## config.mk

```make
export PLATFORM = sky130hd
export DESIGN_NAME = prim_gf_hash_acc
export DESIGN_NICKNAME = d
export VERILOG_FILES = /design/src/rtl/prim_gf_hash_acc.sv
export SDC_FILE = /design/constraint.sdc
export NUM_CORES = 1
export LEC_CHECK = 0
export ABC_CLOCK_PERIOD_IN_PS = 3800
export BUFFER_PORTS_ARGS = -buffer_cell sky130_fd_sc_hd__buf_4
export CAP_MARGIN = 15
export CELL_PAD_IN_SITES_DETAIL_PLACEMENT = 1
export CELL_PAD_IN_SITES_GLOBAL_PLACEMENT = 1
export CORE_AREA = 5 5 131 133
export DETAILED_ROUTE_END_ITERATION = 6
export DIE_AREA = 0 0 136 138
export PLACE_DENSITY_LB_ADDON = 0.1
export SYNTH_ARGS = -nofsm -noshare
export SYNTH_HDL_FRONTEND = slang
export SYNTH_SLANG_ARGS = --single-unit
```

## constraint.sdc

```tcl
create_clock -name clk_i -period 3.8 [get_ports clk_i]
set_input_delay 0.38 -clock clk_i [delete_from_list [all_inputs] [get_ports clk_i]]
set_output_delay 0.38 -clock clk_i [all_outputs]
set_load 0.005 [all_outputs]
```

## src/rtl/prim_gf_hash_acc.sv

```systemverilog
// Polynomial-hash accumulator: Y_i = (Y_{i-1} ^ X_i) * H using an
// external GF(2^Width) multiplier over a req/ack operand interface.
module prim_gf_hash_acc #(
  parameter int unsigned Width    = 32,
  parameter int unsigned CntWidth = 16
) (
  input  logic                clk_i,
  input  logic                rst_i,
  input  logic [Width-1:0]    key_i,
  input  logic                in_valid_i,
  output logic                in_ready_o,
  input  logic [Width-1:0]    in_data_i,
  input  logic                in_last_i,
  output logic                mult_req_o,
  output logic [Width-1:0]    mult_a_o,
  output logic [Width-1:0]    mult_b_o,
  input  logic                mult_ack_i,
  input  logic [Width-1:0]    mult_prod_i,
  output logic                out_valid_o,
  input  logic                out_ready_i,
  output logic [Width-1:0]    out_digest_o,
  output logic [CntWidth-1:0] out_blocks_o
);

  localparam logic [1:0] StIdle = 2'd0;
  localparam logic [1:0] StMul  = 2'd1;
  localparam logic [1:0] StOut  = 2'd2;

  logic [1:0]          state_q, state_d;
  logic [Width-1:0]    acc_q, acc_d;
  logic [Width-1:0]    opa_q, opa_d;
  logic [Width-1:0]    key_q, key_d;
  logic                last_q, last_d;
  logic                first_q, first_d;
  logic [CntWidth-1:0] cnt_q, cnt_d;

  logic accept;
  assign accept = in_valid_i & in_ready_o;

  // Next-state and datapath update for the accept/multiply/emit loop.
  always_comb begin
    state_d = state_q;
    acc_d   = acc_q;
    opa_d   = opa_q;
    key_d   = key_q;
    last_d  = last_q;
    first_d = first_q;
    cnt_d   = cnt_q;
    case (state_q)
      StIdle: begin
        if (accept) begin
          opa_d   = (first_q ? '0 : acc_q) ^ in_data_i;
          last_d  = in_last_i;
          state_d = StMul;
          if (first_q) begin
            key_d   = key_i;
            first_d = 1'b0;
          end
        end
      end
      StMul: begin
        if (mult_ack_i) begin
          acc_d   = mult_prod_i;
          cnt_d   = (&cnt_q) ? cnt_q : cnt_q + 1'b1;
          state_d = last_q ? StOut : StIdle;
        end
      end
      StOut: begin
        if (out_ready_i) begin
          acc_d   = '0;
          cnt_d   = '0;
          first_d = 1'b1;
          state_d = StIdle;
        end
      end
      default: state_d = StIdle;
    endcase
  end

  // State and datapath registers; reset discards any partial message.
  always_ff @(posedge clk_i or posedge rst_i) begin
    if (rst_i) begin
      state_q <= StIdle;
      acc_q   <= '0;
      opa_q   <= '0;
      key_q   <= '0;
      last_q  <= 1'b0;
      first_q <= 1'b1;
      cnt_q   <= '0;
    end else begin
      state_q <= state_d;
      acc_q   <= acc_d;
      opa_q   <= opa_d;
      key_q   <= key_d;
      last_q  <= last_d;
      first_q <= first_d;
      cnt_q   <= cnt_d;
    end
  end

  assign in_ready_o   = (state_q == StIdle);
  assign mult_req_o   = (state_q == StMul);
  assign mult_a_o     = mult_req_o ? opa_q : '0;
  assign mult_b_o     = mult_req_o ? key_q : '0;
  assign out_valid_o  = (state_q == StOut);
  assign out_digest_o = out_valid_o ? acc_q : '0;
  assign out_blocks_o = out_valid_o ? cnt_q : '0;

endmodule

```

* After elaboration in Yosys (flattened, before gate mapping) *
Index checks and enable logic that the tools add are counted.

storage, ports and cells
  bits in registers = 116
  bits in latches = 0
  RAM bits = 0
  bits in read-only memories = 0
  input bits = 102
  output and inout bits = 115
  logic and storage cells = 46
  memories = 0

operators by class
  add/sub/neg operators = 1
  multipliers = 0
  div/mod/pow operators = 0
  magnitude comparators = 0
  equal/unequal tests = 6
  shifts and indexed selects = 0
  mux-type cells = 20
  bitwise operators = 2
  reductions and logical operators = 10

operators with widths
  kind                                                                    count
  32-bit two-way mux                                                      6
  16-bit two-way mux                                                      4
  32-bit one-hot mux with 2 select lines                                  1
  16-bit one-hot mux with 2 select lines                                  1
  32-bit bitwise XOR                                                      1
  16-bit by 1-bit adder with 16-bit output (second input constant)        1
  16-bit AND reduction                                                    1
  3-bit AND reduction                                                     4
  2-bit two-way mux                                                       4
  2-bit by 1-bit != test with 1-bit output (second input constant)        3
  2-bit one-hot mux with 3 select lines                                   1
  4-bit AND reduction                                                     1
  2-bit nonzero test                                                      2
  2-bit by 1-bit equality test with 1-bit output (second input constant)  1
  2-bit equality test (second input constant)                             1
  2-bit logical NOT                                                       1
  1-bit two-way mux                                                       2
  2-bit != test (second input constant)                                   1
  1-bit one-hot mux with 2 select lines                                   1
  2-bit AND reduction                                                     1
  1-bit AND                                                               1

* Logic depth before layout (Yosys ltp) *
Gate-level depths: netlist of run 1.

  depth after elaboration = 4
  mapped depth = 7
  mapped depth without buffers = 5

* Worst setup path after synthesis of run 1 *
No wires, ideal clock.

  kind = reg2reg
  start point = register cnt_q[0]
  end point = register cnt_q[10]
  setup time = 0.121 ns
  data arrival time = 1.724 ns
  data required time = 3.679 ns
  setup slack = 1.954 ns
  stages on the path, launching flop included = 6
  path buffers = 0
  period minus slack after synthesis = 1.846 ns
  cells stage by stage = dfrtp_1 > ha_1 > nand3_1 > or4_4 > and3_1 > o22a_1

between the ends
  cells in the longest elaborated chain, start to end = 4
  elaborated cells between the ends (all ways) = 7
  those cells by class = add/sub: 1; eq/ne: 1; mux: 3; reduce/logical: 2

ends and longest elaborated chain
  what                                      line  source
  start, declared                           35    logic [CntWidth-1:0] cnt_q, cnt_d;
  start signal, assigned                    97    cnt_q <= cnt_d;
  16-bit by 1-bit adder with 16-bit output  64    cnt_d = (&cnt_q) ? cnt_q : cnt_q + 1'b1;
  16-bit two-way mux                        64
  16-bit two-way mux                        62    if (mult_ack_i) begin
  16-bit one-hot mux with 2 select lines    49    case (state_q)

Several ways; a longest one is shown, not always the timed one. The select of a mux whose other input is x is not followed.
A chain may end at the register's enable or synchronous reset.

* Worst setup path after layout of run 1 *
  start point = register state_q[0]
  end point = output port out_digest_o[30]

between the ends
  cells in the longest elaborated chain, start to end = 2

ends and longest elaborated chain
  what                    line  source
  start, declared         29    logic [1:0] state_q, state_d;
  start signal, assigned  83    state_q <= StIdle;
  start signal, assigned  91    state_q <= state_d;
  2-bit equality test     105   assign out_valid_o = (state_q == StOut);
  32-bit two-way mux      106   assign out_digest_o = out_valid_o ? acc_q : '0;
  end, declared           21    output logic [Width-1:0] out_digest_o,

Every way passes these cells.

==> results of run 1 <==
## path summary, 6_finish.rpt
check / to / startpoint / cells after the start
hold / removal: key_q[20] / rst_i / 2
max in group asynchronous: cnt_q[15] / rst_i / 3
setup / recovery: out_digest_o[30] / state_q[0] / 4
min in group clk_i: last_q / in_last_i / 3
setup reg to reg: cnt_q[1] / state_q[0] / 5
hold reg to reg: opa_q[1] / opa_q[1] / 2
## per-layer routing
layer,share of wire [%],track usage (%),vias to the layer above,routed length [um]
met2,50,32.3,152,8900
met4,1.7,5.78,0,297
li1,-,-,2292,-
met1,41,23.0,2342,7410
met5,0,0,-,0
met3,7.1,5.37,20,1280
## state kept, by name, indices dropped and copies added (netlist names)
register / flops
acc_q: 32
key_q: 32
opa_q: 32
cnt_q: 16
state_q: 2
first_q: 1
last_q: 1
## cell type report
type	instances	area share, %
Clock inverter	4	0.277
Tap cell	216	3.33
Clock buffer	25	6.35
Multi-Input combinational cell	396	33.3
Sequential cell	116	35.8
Timing Repair Buffer	221	20.6
Inverter	9	0.447
## power by group
part | switching [mW] | internal [mW]
logic | 1.07 | 1.20
clock network | 0.530 | 0.921
registers | 0.378 | 1.78
## stage by stage
step / worst slack, ns / utilization (%) / hold WS (ns)
final: 0.836 / 51.7 / 0.132
after global routing: 0.675 / 51.7 / 0.172
after CTS: 0.816 / 51.6 / 0.154
after detailed placement: 1.12 / 48.1 / 0.462
after global placement: 1.23 / 48.1 / 0.453
after floorplan: 0.349 / - / 0.442
## cells by family after synthesis
group,count (synthesis)
AOI/OAI and AO/OA,99
muxes,35
DFF,116
xor gates and xnor gates,32
buffers and inverters,45
adders and majority gates,1
and+or+nand+nor,229
## cell usage in the layout, fill, tap and decap left out, drive strengths merged, types with 8 or more instances in the layout
| cell type | Yosys | final |
|---|---|---|
| inv | 9 | 9 |
| nor2 | 13 | 13 |
| a22o | 33 | 33 |
| nand2 | 44 | 44 |
| o21ai | 38 | 38 |
| buf | 7 | 221 |
| dfrtp | 115 | 115 |
| clkbuf | 29 | 25 |
| xnor2 | 32 | 32 |
| and2 | 106 | 106 |
| mux2 | 32 | 32 |
| nor2b | 32 | 32 |
| nor3 | 8 | 8 |
==> summary.txt, run 1 <==
GRT
  • GRT overflow: 0
  • Vias in the first global route: 5,199
  • First-pass GRT wire length: 28,200 um
  • Largest net degree at the start of global routing: 69
  • Initial antenna violation count: 0
  • Gr usage total: 18.9%

Final layout
  • Multi-input combinational cell area: 2700 um2
  • Area grow syn2layout: 40.6%
  • Ant. Diodes: 0
  • Sequential cell area: 2900 um2
  • Fin area: 8120 um2
  • Fin nets: 864
  • Layout Cells excl Fill: 987
  • Share of post-route cells with drive strength above 1: 34.0%
  • Fill count: 1,804

Logic synthesis
  • Mapped cell area: 5770 um2
  • Largest family of logic cells by synthesized area: simple AND/OR/NAND/NOR gates
  • Mapped Cells: 557
  • Synthesized Nets: 660
  • Compound-Gate Fraction of Synth Area: 11.8%
  • Mux cell area share after synthesis: 6.76%
  • Yosys top cell area share: 49.8%
  • Seq/Total Area, Yosys: 50.3%
  • Top post-synthesis cells by count: dfrtp_1 (115), and2_1 (106), nand2_1 (44)
  • Yosys reg bits: 116
  • Adder-cell area share of the yosys netlist: 0.217%
  • Simple-Gate Fraction of Synth Area: 22.9%
  • EDFF count, synth: 0
  • Synth cell types: 47
  • Avg Cell Area, Syn: 10.4 um2
  • Dominant cells by area after synthesis: dfrtp_1 (50%), and2_1 (11%), mux2_1 (6.2%), a22o_1 (5.0%), xnor2_1 (4.9%)
  • Ys Warns: 0
  • Synth Flop Type: dfrtp_1
  • Cell taking the most area after synthesis: dfrtp_1
  • FFs w/ async S/R, synth: 100%
  • Top-count cell post-synth: dfrtp_1
  • Post-synthesis xor/xnor area fraction: 4.85%

Floorplanning
  • Die area: 18,800 um2
  • Cell Rows: 46
  • Starting Density: 36.7%
  • Core Box Area: 15,700 um2
  • I/O pins: 217
  • Die height: 138 um
  • Die W: 136 um

Drt
  • Routed WL: 17,900 um
  • Drt first-iter violations: 188
  • Vias per Instance: 4.87
  • Post-route ant nets: 0
  • Routed len/inst: 18.1 um
  • TritonRoute pass-1 iters: 4
  • Vias: 4,806
  • # DRC: 0

Setup path
  • Crit path launch type: flop
  • CP max stage cell: inv_2
  • Buffer and inverter count on the worst path: 2
  • CP Max Fanout: 50
  • Worst-path cell chain: nand2b_1 > inv_2 > and2_1 > buf_4
  • Cell family with most CP delay: buffers and inverters
  • Max stage delay on crit path: 0.81 ns
  • Setup CP Type: flop to output pin
  • Crit path DAT: 2.58 ns
  • Crit end category: output pin
  • Required @ worst endpoint: 3.42 ns
  • Reg2Reg Setup Slack: 1.10 ns

Timing
  • Max-slew violation count: 0
  • Slew HR: 38.8%
  • RSZ-0062 raised after global routing: no
  • Final hold violation count: 0
  • Fin crit share: 78.0%
  • Maximum clock frequency: 0.337 GHz
  • Final count of negative-setup-slack endpoints: 0
  • Crit path time final: 2.96 ns
  • Slew @ Worst Pin: 0.917 ns
  • Setup TNS: 0 ns
  • Worst Skew: 0.00798 ns

Placed design
  • I/O Buffers: 216
  • Post-DP HPWL: 12,600 um
  • DP Area: 7560 um2
  • Placed insts: 957
  • RD Place Congestion: 0.778

Clock network
  • Clock tree buffer depth: 2
  • Post-CTS setup buffer count: 0
  • CTS sink cnt: 116
  • H-tree Lvls: 4
  • Root buffer cell: clkbuf_16
  • # resized after CTS: 0
  • CTS tree: built
  • Clock latency on the worst-skew pair: 0.41 ns
  • TritonCTS buffer count: 17
  • Hold-fix buffers, CTS: 0
  • CTS clk-pin slew, worst paths: 0.05 ns

Flow run
  • Max Cap Violations: 0

Pwr
  • Pwr dens: 725 nW/um2
  • Lkg Pwr: 4.00 nW
  • VDD IR max: 0.330 mV
  • Power, Total: 5.89 mW

Run status
  • Status: complete, no violations

Worst hold path
  • HP Class: input pin to asynchronous set/reset pin
(Power assumes the default switching activity.)
==> run 2, diff against run 1 <==
ABC_AREA = 1   (was unset)
ABC_CLOCK_PERIOD_IN_PS = 2500   (was 3800)
CORE_AREA = 5 5 145 147   (was 5 5 131 133)
DIE_AREA = 0 0 150 152   (was 0 0 136 138)
clock period = 2.5 ns   (was 3.8 ns; I/O delays follow)
==> run 2 against run 1 <==
- cell count rose by 29%
- worst hold slack got worse by 0.12 ns
- core utilization fell by 9.2 points
- sequential share of layout area fell by 1.2 points
- global-route usage fell by 1.9 points
==> summary.txt, run 2 <==
GRT
  • GRT overflow: 0 (unchanged)
  • First-pass GRT wire length: 30,800 um (+9.1%)
  • Initial antenna violation count: 0 (unchanged)
  • Gr usage total: 17.0% (-1.9 points)
  • Largest net degree at the start of global routing: 117 (+70%)
  • Vias in the first global route: 5,885 (+13%)

Timing
  • RSZ-0062 raised after global routing: no
  • Maximum clock frequency: 0.484 GHz
  • Fin crit share: 82.7%
  • Setup TNS: 0 ns (unchanged)
  • Slew HR: 55.0% (+16 points)
  • Final hold violation count: 0 (unchanged)
  • Worst Skew: 0.00521 ns (-0.00276 ns)
  • Final hold slack: 0.00956 ns (-0.122 ns)
  • Slew @ Worst Pin: 0.675 ns (-0.242 ns)
  • Max-slew violation count: 0 (unchanged)
  • Crit path time final: 2.07 ns
  • Final count of negative-setup-slack endpoints: 0 (unchanged)

Logic synthesis
  • Synthesized Nets: 892 (+35%)
  • Yosys reg bits: 116 (unchanged)
  • Yosys top cell area share: 48.7% (-1.1 points)
  • Synth cell types: 24 (-49%)
  • Seq/Total Area, Yosys: 49.2% (-1.1 points)
  • EDFF count, synth: 0 (unchanged)
  • Synth Flop Type: dfrtp_1
  • Dominant cells by area after synthesis: dfrtp_1 (49%), nor2_1 (10%), nand2_1 (8.5%), inv_1 (7.8%), o21ai_0 (5.8%)
  • Cell taking the most area after synthesis: dfrtp_1
  • Avg Cell Area, Syn: 7.49 um2 (-28%)
  • Mapped cell area: 5910 um2 (+2.3%)
  • Mapped Cells: 789 (+42%)
  • FFs w/ async S/R, synth: 100% (unchanged)
  • Ys Warns: 0 (unchanged)
  • Top-count cell post-synth: nor2_1
  • Top post-synthesis cells by count: nor2_1 (159), nand2_1 (134), inv_1 (123)

Floorplanning
  • Die height: 152 um (+10%)
  • I/O pins: 217 (unchanged)
  • Die W: 150 um (+10%)
  • Core Box Area: 19,800 um2 (+26%)
  • Die area: 22,800 um2 (+21%)
  • Cell Rows: 52 (+13%)
  • Starting Density: 29.9% (-6.9 points)

Setup path
  • Setup CP Type: flop to output pin
  • Max stage delay on crit path: 0.40 ns (-0.41 ns)
  • Worst-path cell chain: nor2_1 > inv_2 > buf_12 > nor2_1 > buf_4
  • Buffer and inverter count on the worst path: 3 (+1)
  • CP Max Fanout: 60 (+20%)
  • Cell family with most CP delay: buffers and inverters
  • Crit end category: output pin
  • CP max stage cell: dfrtp_1
  • Crit-path most repeated cell: nor2_1
  • Crit path DAT: 1.82 ns (-0.76 ns)
  • Crit path launch type: flop
  • Required @ worst endpoint: 2.25 ns (-1.17 ns)

Final layout
  • Commonest non-fill, non-tap cell in the layout: buf_4
  • Sequential cell area: 2900 um2 (unchanged)
  • Regs by FF count: acc_q: 32 flops, key_q: 32 flops, opa_q: 32 flops
  • Most frequent cells in the layout: buf_4 (221), nor2_1 (159), nand2_1 (132), inv_1 (121), dfrtp_1 (115)
  • Multi-input combinational cell area: 2370 um2 (-12%)
  • Fin nets: 1,093 (+27%)
  • Fill count: 2,478 (+37%)
  • Ant. Diodes: 0 (unchanged)
  • Final Util: 42.5% (-9.2 points)
  • Share of post-route cells with drive strength above 1: 27.8% (-6.2 points)
  • Area grow syn2layout: 42.1%

Drt
  • TritonRoute pass-1 iters: 6 (+2)
  • Vias: 5,559 (+16%)
  • Drt first-iter violations: 190 (+1.1%)
  • Vias per Instance: 4.37 (-10%)
  • Routed len/inst: 15.0 um (-17%)
  • Routed WL: 19,100 um (+6.7%)
  • # DRC: 0 (unchanged)
  • Post-route ant nets: 0 (unchanged)

Clock network
  • CTS tree: built
  • Clock tree buffer depth: 2 (unchanged)
  • Hold-fix buffers, CTS: 0 (unchanged)
  • CTS sink cnt: 116 (unchanged)
  • TritonCTS buffer count: 17 (unchanged)
  • # resized after CTS: 0 (unchanged)
  • Post-CTS setup buffer count: 0 (unchanged)
  • Root buffer cell: clkbuf_16
  • Clock latency on the worst-skew pair: 0.41 ns (about the same)
  • H-tree Lvls: 4 (unchanged)
  • CTS clk-pin slew, worst paths: 0.06 ns (about the same)

Run status
  • Status: complete, no violations

Placed design
  • RD Place Congestion: 0.720 (-7.5%)
  • I/O Buffers: 216 (unchanged)
  • Post-DP HPWL: 13,200 um (+4.9%)

Pwr
  • VDD IR max: 0.479 mV (+45%)
  • Power, Total: 9.61 mW (+63%)
  • Lkg Pwr: 4.36 nW (+9.1%)
  • Pwr dens: 1140 nW/um2 (+58%)

Worst hold path
  • HP Class: input pin to asynchronous set/reset pin

Flow run
  • Max Cap Violations: 0 (unchanged)
==> run 2: logic make-up (layout without fill, tap and decap cells) <==
family                     Yosys count  after routing  synth area share, %
buffers and inverters              166            380                 10.8
adders and majority gates            1              1                0.212
AOI/OAI and AO/OA                  110            110                 9.70
xor gates and xnor gates            36             36                 5.34
DFF                                116            116                 49.2
and+or+nand+nor                    360            360                 24.8
==> run 2: area by class of cell <==
cell class | instances | share of cell area [%]
clock inverter | 12 | 1.55
sequential | 116 | 34.6
inverter | 124 | 5.59
timing repair buffer | 224 | 20.5
clock buffer | 20 | 5.56
multi-input combinational | 507 | 28.2
tap | 270 | 4.02
==> run 2: final timing paths <==
kind	from	end	cells after the start	slack (ns)
setup / recovery	state_q[0]	out_digest_o[25]	5	0.43
hold / removal	rst_i	opa_q[23]	3	0.01
setup reg to reg	cnt_q[1]	cnt_q[3]	9	0.77
hold reg to reg	opa_q[14]	opa_q[14]	2	0.48
max in group asynchronous	rst_i	acc_q[21]	3	1.96
min in group clk_i	in_last_i	last_q	3	0.05
==> run 2: per-layer routing <==
layer | global-route usage, % | part of all wire (%) | vias up | routed length, um
met2 | 27.7 | 47 | 132 | 8950
met4 | 4.97 | 1.3 | 0 | 248
met1 | 21.5 | 45 | 2616 | 8630
li1 | - | - | 2796 | -
met3 | 5.51 | 6.6 | 15 | 1260
met5 | 0 | 0 | - | 0
==> run 2: stage by stage <==
step                instances  cell area [um2]  setup WS (ns)
floorplan                 789             5910          0.837
global route             1273             8400          0.301
detailed placement       1241             7800          0.733
finish                   1273             8400          0.432
CTS                      1273             8400          0.390
global placement         1241             7800          0.850
==> run 2: worst min-delay path, stage by stage <==
cell and delay, ns:
buf_4 0.12, clkinvlp_4 0.07, buf_12 0.46
==> run 2: power breakdown <==
group          internal, mW  total [mW]  switching [mW]
sequential             2.68        3.05           0.367
clock                  1.54        2.44           0.902
combinational          1.72        4.12            2.40
==> run 3, diff against run 2 <==
ABC_AREA = 0   (was 1)
ABC_CLOCK_PERIOD_IN_PS = 2000   (was 2500)
CORE_AREA = 5 5 131 133   (was 5 5 145 147)
DIE_AREA = 0 0 136 138   (was 0 0 150 152)
clock period = 2 ns   (was 2.5 ns; I/O delays follow)
==> run 3 against run 2 <==
- the run now ends with negative hold slack left
- clock skew up 0.0030 ns
- design area up 4.0%
- first-iteration DRC count down 9.5%
- power up 21%
- core utilization up 13 points
- clock-buffer cell count up 5
- via count down 9.2%
- clock power up 17%
- worst hold slack worse by 0.040 ns
- sequential power up 30%
- non-clock buffer count up 53
- combinational power up 17%
==> summary.txt, run 3 (synthesis gave the netlist of run 1 again) <==
Floorplanning
  • Die W: 136 um (-9.3%)
  • Cell Rows: 46 (-12%)
  • Core Box Area: 15,700 um2 (-21%)
  • Starting Density: 36.7% (+6.9 points)
  • Die area: 18,800 um2 (-18%)
  • I/O pins: 217 (unchanged)
  • Die height: 138 um (-9.2%)

Timing
  • RSZ-0062 raised after global routing: no
  • Setup TNS: 0 ns (unchanged)
  • Crit path time final: 1.88 ns
  • Slew @ Worst Pin: 0.650 ns (-0.0254 ns)
  • Slew HR: 56.7% (+1.7 points)
  • Worst Skew: 0.00819 ns (+0.00297 ns)
  • Final hold violation count: 10 (+10)
  • Fin crit share: 94.0%
  • Final hold slack: -0.0300 ns (-0.0396 ns)
  • Max-slew violation count: 0 (unchanged)
  • Final count of negative-setup-slack endpoints: 0 (unchanged)
  • Maximum clock frequency: 0.532 GHz

GRT
  • Gr usage total: 20.0% (+3.1 points)
  • GRT overflow: 0 (unchanged)
  • Initial antenna violation count: 0 (unchanged)
  • Vias in the first global route: 5,542 (-5.8%)
  • First-pass GRT wire length: 29,700 um (-3.6%)
  • Largest net degree at the start of global routing: 117 (unchanged)

Setup path
  • Max stage delay on crit path: 0.43 ns (+0.03 ns)
  • Buffer and inverter count on the worst path: 3 (unchanged)
  • CP Launch Point: state_q[0]
  • Setup CP Type: flop to output pin
  • Crit path launch type: flop
  • R2R Path Start: cnt_q[1]
  • Crit end category: output pin
  • Required @ worst endpoint: 1.80 ns (-0.45 ns)
  • Crit-path most repeated cell: buf_4
  • CP max stage cell: dfrtp_1
  • CP Max Fanout: 14 (-77%)
  • Crit path DAT: 1.68 ns (-0.14 ns)
  • Worst-path cell chain: nand2b_2 > inv_4 > buf_4 > and2_1 > buf_4
  • Cell family with most CP delay: buffers and inverters

Final layout
  • Share of post-route cells with drive strength above 1: 33.9% (+6.1 points)
  • Fin area: 8730 um2 (+4.0%)
  • Fin nets: 921 (-16%)
  • Layout Cells excl Fill: 1,044 (-18%)
  • Regs by FF count: acc_q: 32 flops, key_q: 32 flops, opa_q: 32 flops
  • Fill count: 1,757 (-29%)
  • Ant. Diodes: 0 (unchanged)
  • Most frequent cells in the layout: buf_4 (233), dfrtp_1 (115), and2_1 (106), nand2_1 (43), dlygate4sd3_1 (39)
  • Area grow syn2layout: 51.2%
  • Commonest non-fill, non-tap cell in the layout: buf_4
  • Multi-input combinational cell area: 2720 um2 (+15%)
  • Sequential cell area: 2900 um2 (unchanged)

Drt
  • TritonRoute pass-1 iters: 4 (-2)
  • Vias: 5,050 (-9.2%)
  • Routed WL: 18,800 um (-1.5%)
  • Drt first-iter violations: 172 (-9.5%)
  • Vias per Instance: 4.84 (+11%)
  • # DRC: 0 (unchanged)
  • Post-route ant nets: 0 (unchanged)
  • Routed len/inst: 18.0 um (+20%)

Run status
  • Status: complete, but fails checks
  • Violated checks: negative hold slack

Flow run
  • Max Cap Violations: 0 (unchanged)

Pwr
  • Combinational power share: 41.3% (-1.6 points)
  • VDD IR max: 0.719 mV (+50%)
  • Power, Total: 11.7 mW (+21%)
  • Sw Share: 33.1% (-5.0 points)
  • Int Pwr: 7.80 mW (+31%)
  • Lkg Pwr: 4.26 nW (-2.2%)
  • Psw: 3.86 mW (+5.2%)
  • Pwr dens: 1330 nW/um2 (+17%)
  • Clock power share: 24.6% (-0.8 points)
  • Flop pwr share: 34.2% (+2.5 points)

Clock network
  • CTS sink cnt: 116 (unchanged)
  • CTS clk-pin slew, worst paths: 0.06 ns (about the same)
  • TritonCTS buffer count: 17 (unchanged)
  • H-tree Lvls: 4 (unchanged)
  • Clock latency on the worst-skew pair: 0.41 ns (about the same)
  • Clock tree buffer depth: 2 (unchanged)
  • Root buffer cell: clkbuf_16
  • CTS tree: built

Placed design
  • I/O Buffers: 216 (unchanged)
  • Post-DP HPWL: 13,100 um (-0.96%)
  • DP Area: 7710 um2 (-1.1%)
  • RD Place Congestion: 0.844 (+17%)
  • Placed insts: 972 (-22%)

Worst hold path
  • HP Class: input pin to asynchronous set/reset pin
## run 3: changes by cell type in the layout (fill, tap and decap cells not counted), sizes merged, moves of 33 or more
| cell | delta |
|---|---|
| a22o | +33 |
| and2 | +106 |
| dlygate4sd3 | +39 |
| inv | -115 |
| nand2 | -96 |
| nand3 | -46 |
| nor2 | -151 |
| o21ai | -39 |
| xor2 | -36 |
## run 3: worst min-delay path, cell delays in order
cell and delay [ns]:
buf_4 0.12, clkinvlp_4 0.07, buf_12 0.47
## run 3: power groups by stage
stage,logic (mW),clock network [mW],registers (mW)
detailed placement,4.69,0,4.01
CTS,4.89,2.93,3.98
finish,4.81,2.86,3.98
global route,5.36,3.03,4.13
global placement,4.52,0,3.93
floorplan,2.75,0,3.81
## run 3: cell type report
cell class	instances	share of cell area, %
sequential	116	33.3
multi-input combinational	397	31.2
timing repair buffer	277	25.7
clock buffer	25	5.79
tap	216	3.10
clock inverter	4	0.545
inverter	9	0.459
## run 3: repair_timing
action                     CTS  global route
setup buffers                2             1
cloned                       1             0
pin swaps                    0             1
hold buffers                39             0
resized for setup            2             6
hold endpoints to repair    39             0
setup endpoints to repair   59            44
## run 3: through the flow
stage                     utilization [%]  worst slack, ns  hold WS (ns)
after global routing                 55.6          0.00952       0.00493
final                                55.6            0.120       -0.0300
after floorplan                         -            0.154         0.305
after CTS                            55.4          0.00474     0.0000217
after detailed placement             49.1           0.0276         0.412
after global placement               49.1            0.125         0.407
## run 3: worst paths after layout
path | endpoint | slack [ns] | depth (start not counted)
worst min-delay path | key_q[27] | -0.03 | 3
min in group clk_i | acc_q[31] | 0.02 | 2
worst max-delay path | out_digest_o[10] | 0.12 | 5
max in group asynchronous | opa_q[8] | 1.51 | 3
worst max register to register | cnt_q[14] | 0.13 | 7
worst min register to register | opa_q[13] | 0.47 | 2
## run 3: metal layers
layer / part of all wire, % / vias up / track usage (%)
met5: 0 / - / 0
met4: 2.2 / 0 / 6.84
met3: 7.5 / 28 / 6.64
met2: 50 / 158 / 34.6
met1: 40 / 2458 / 23.1
li1: - / 2406 / -
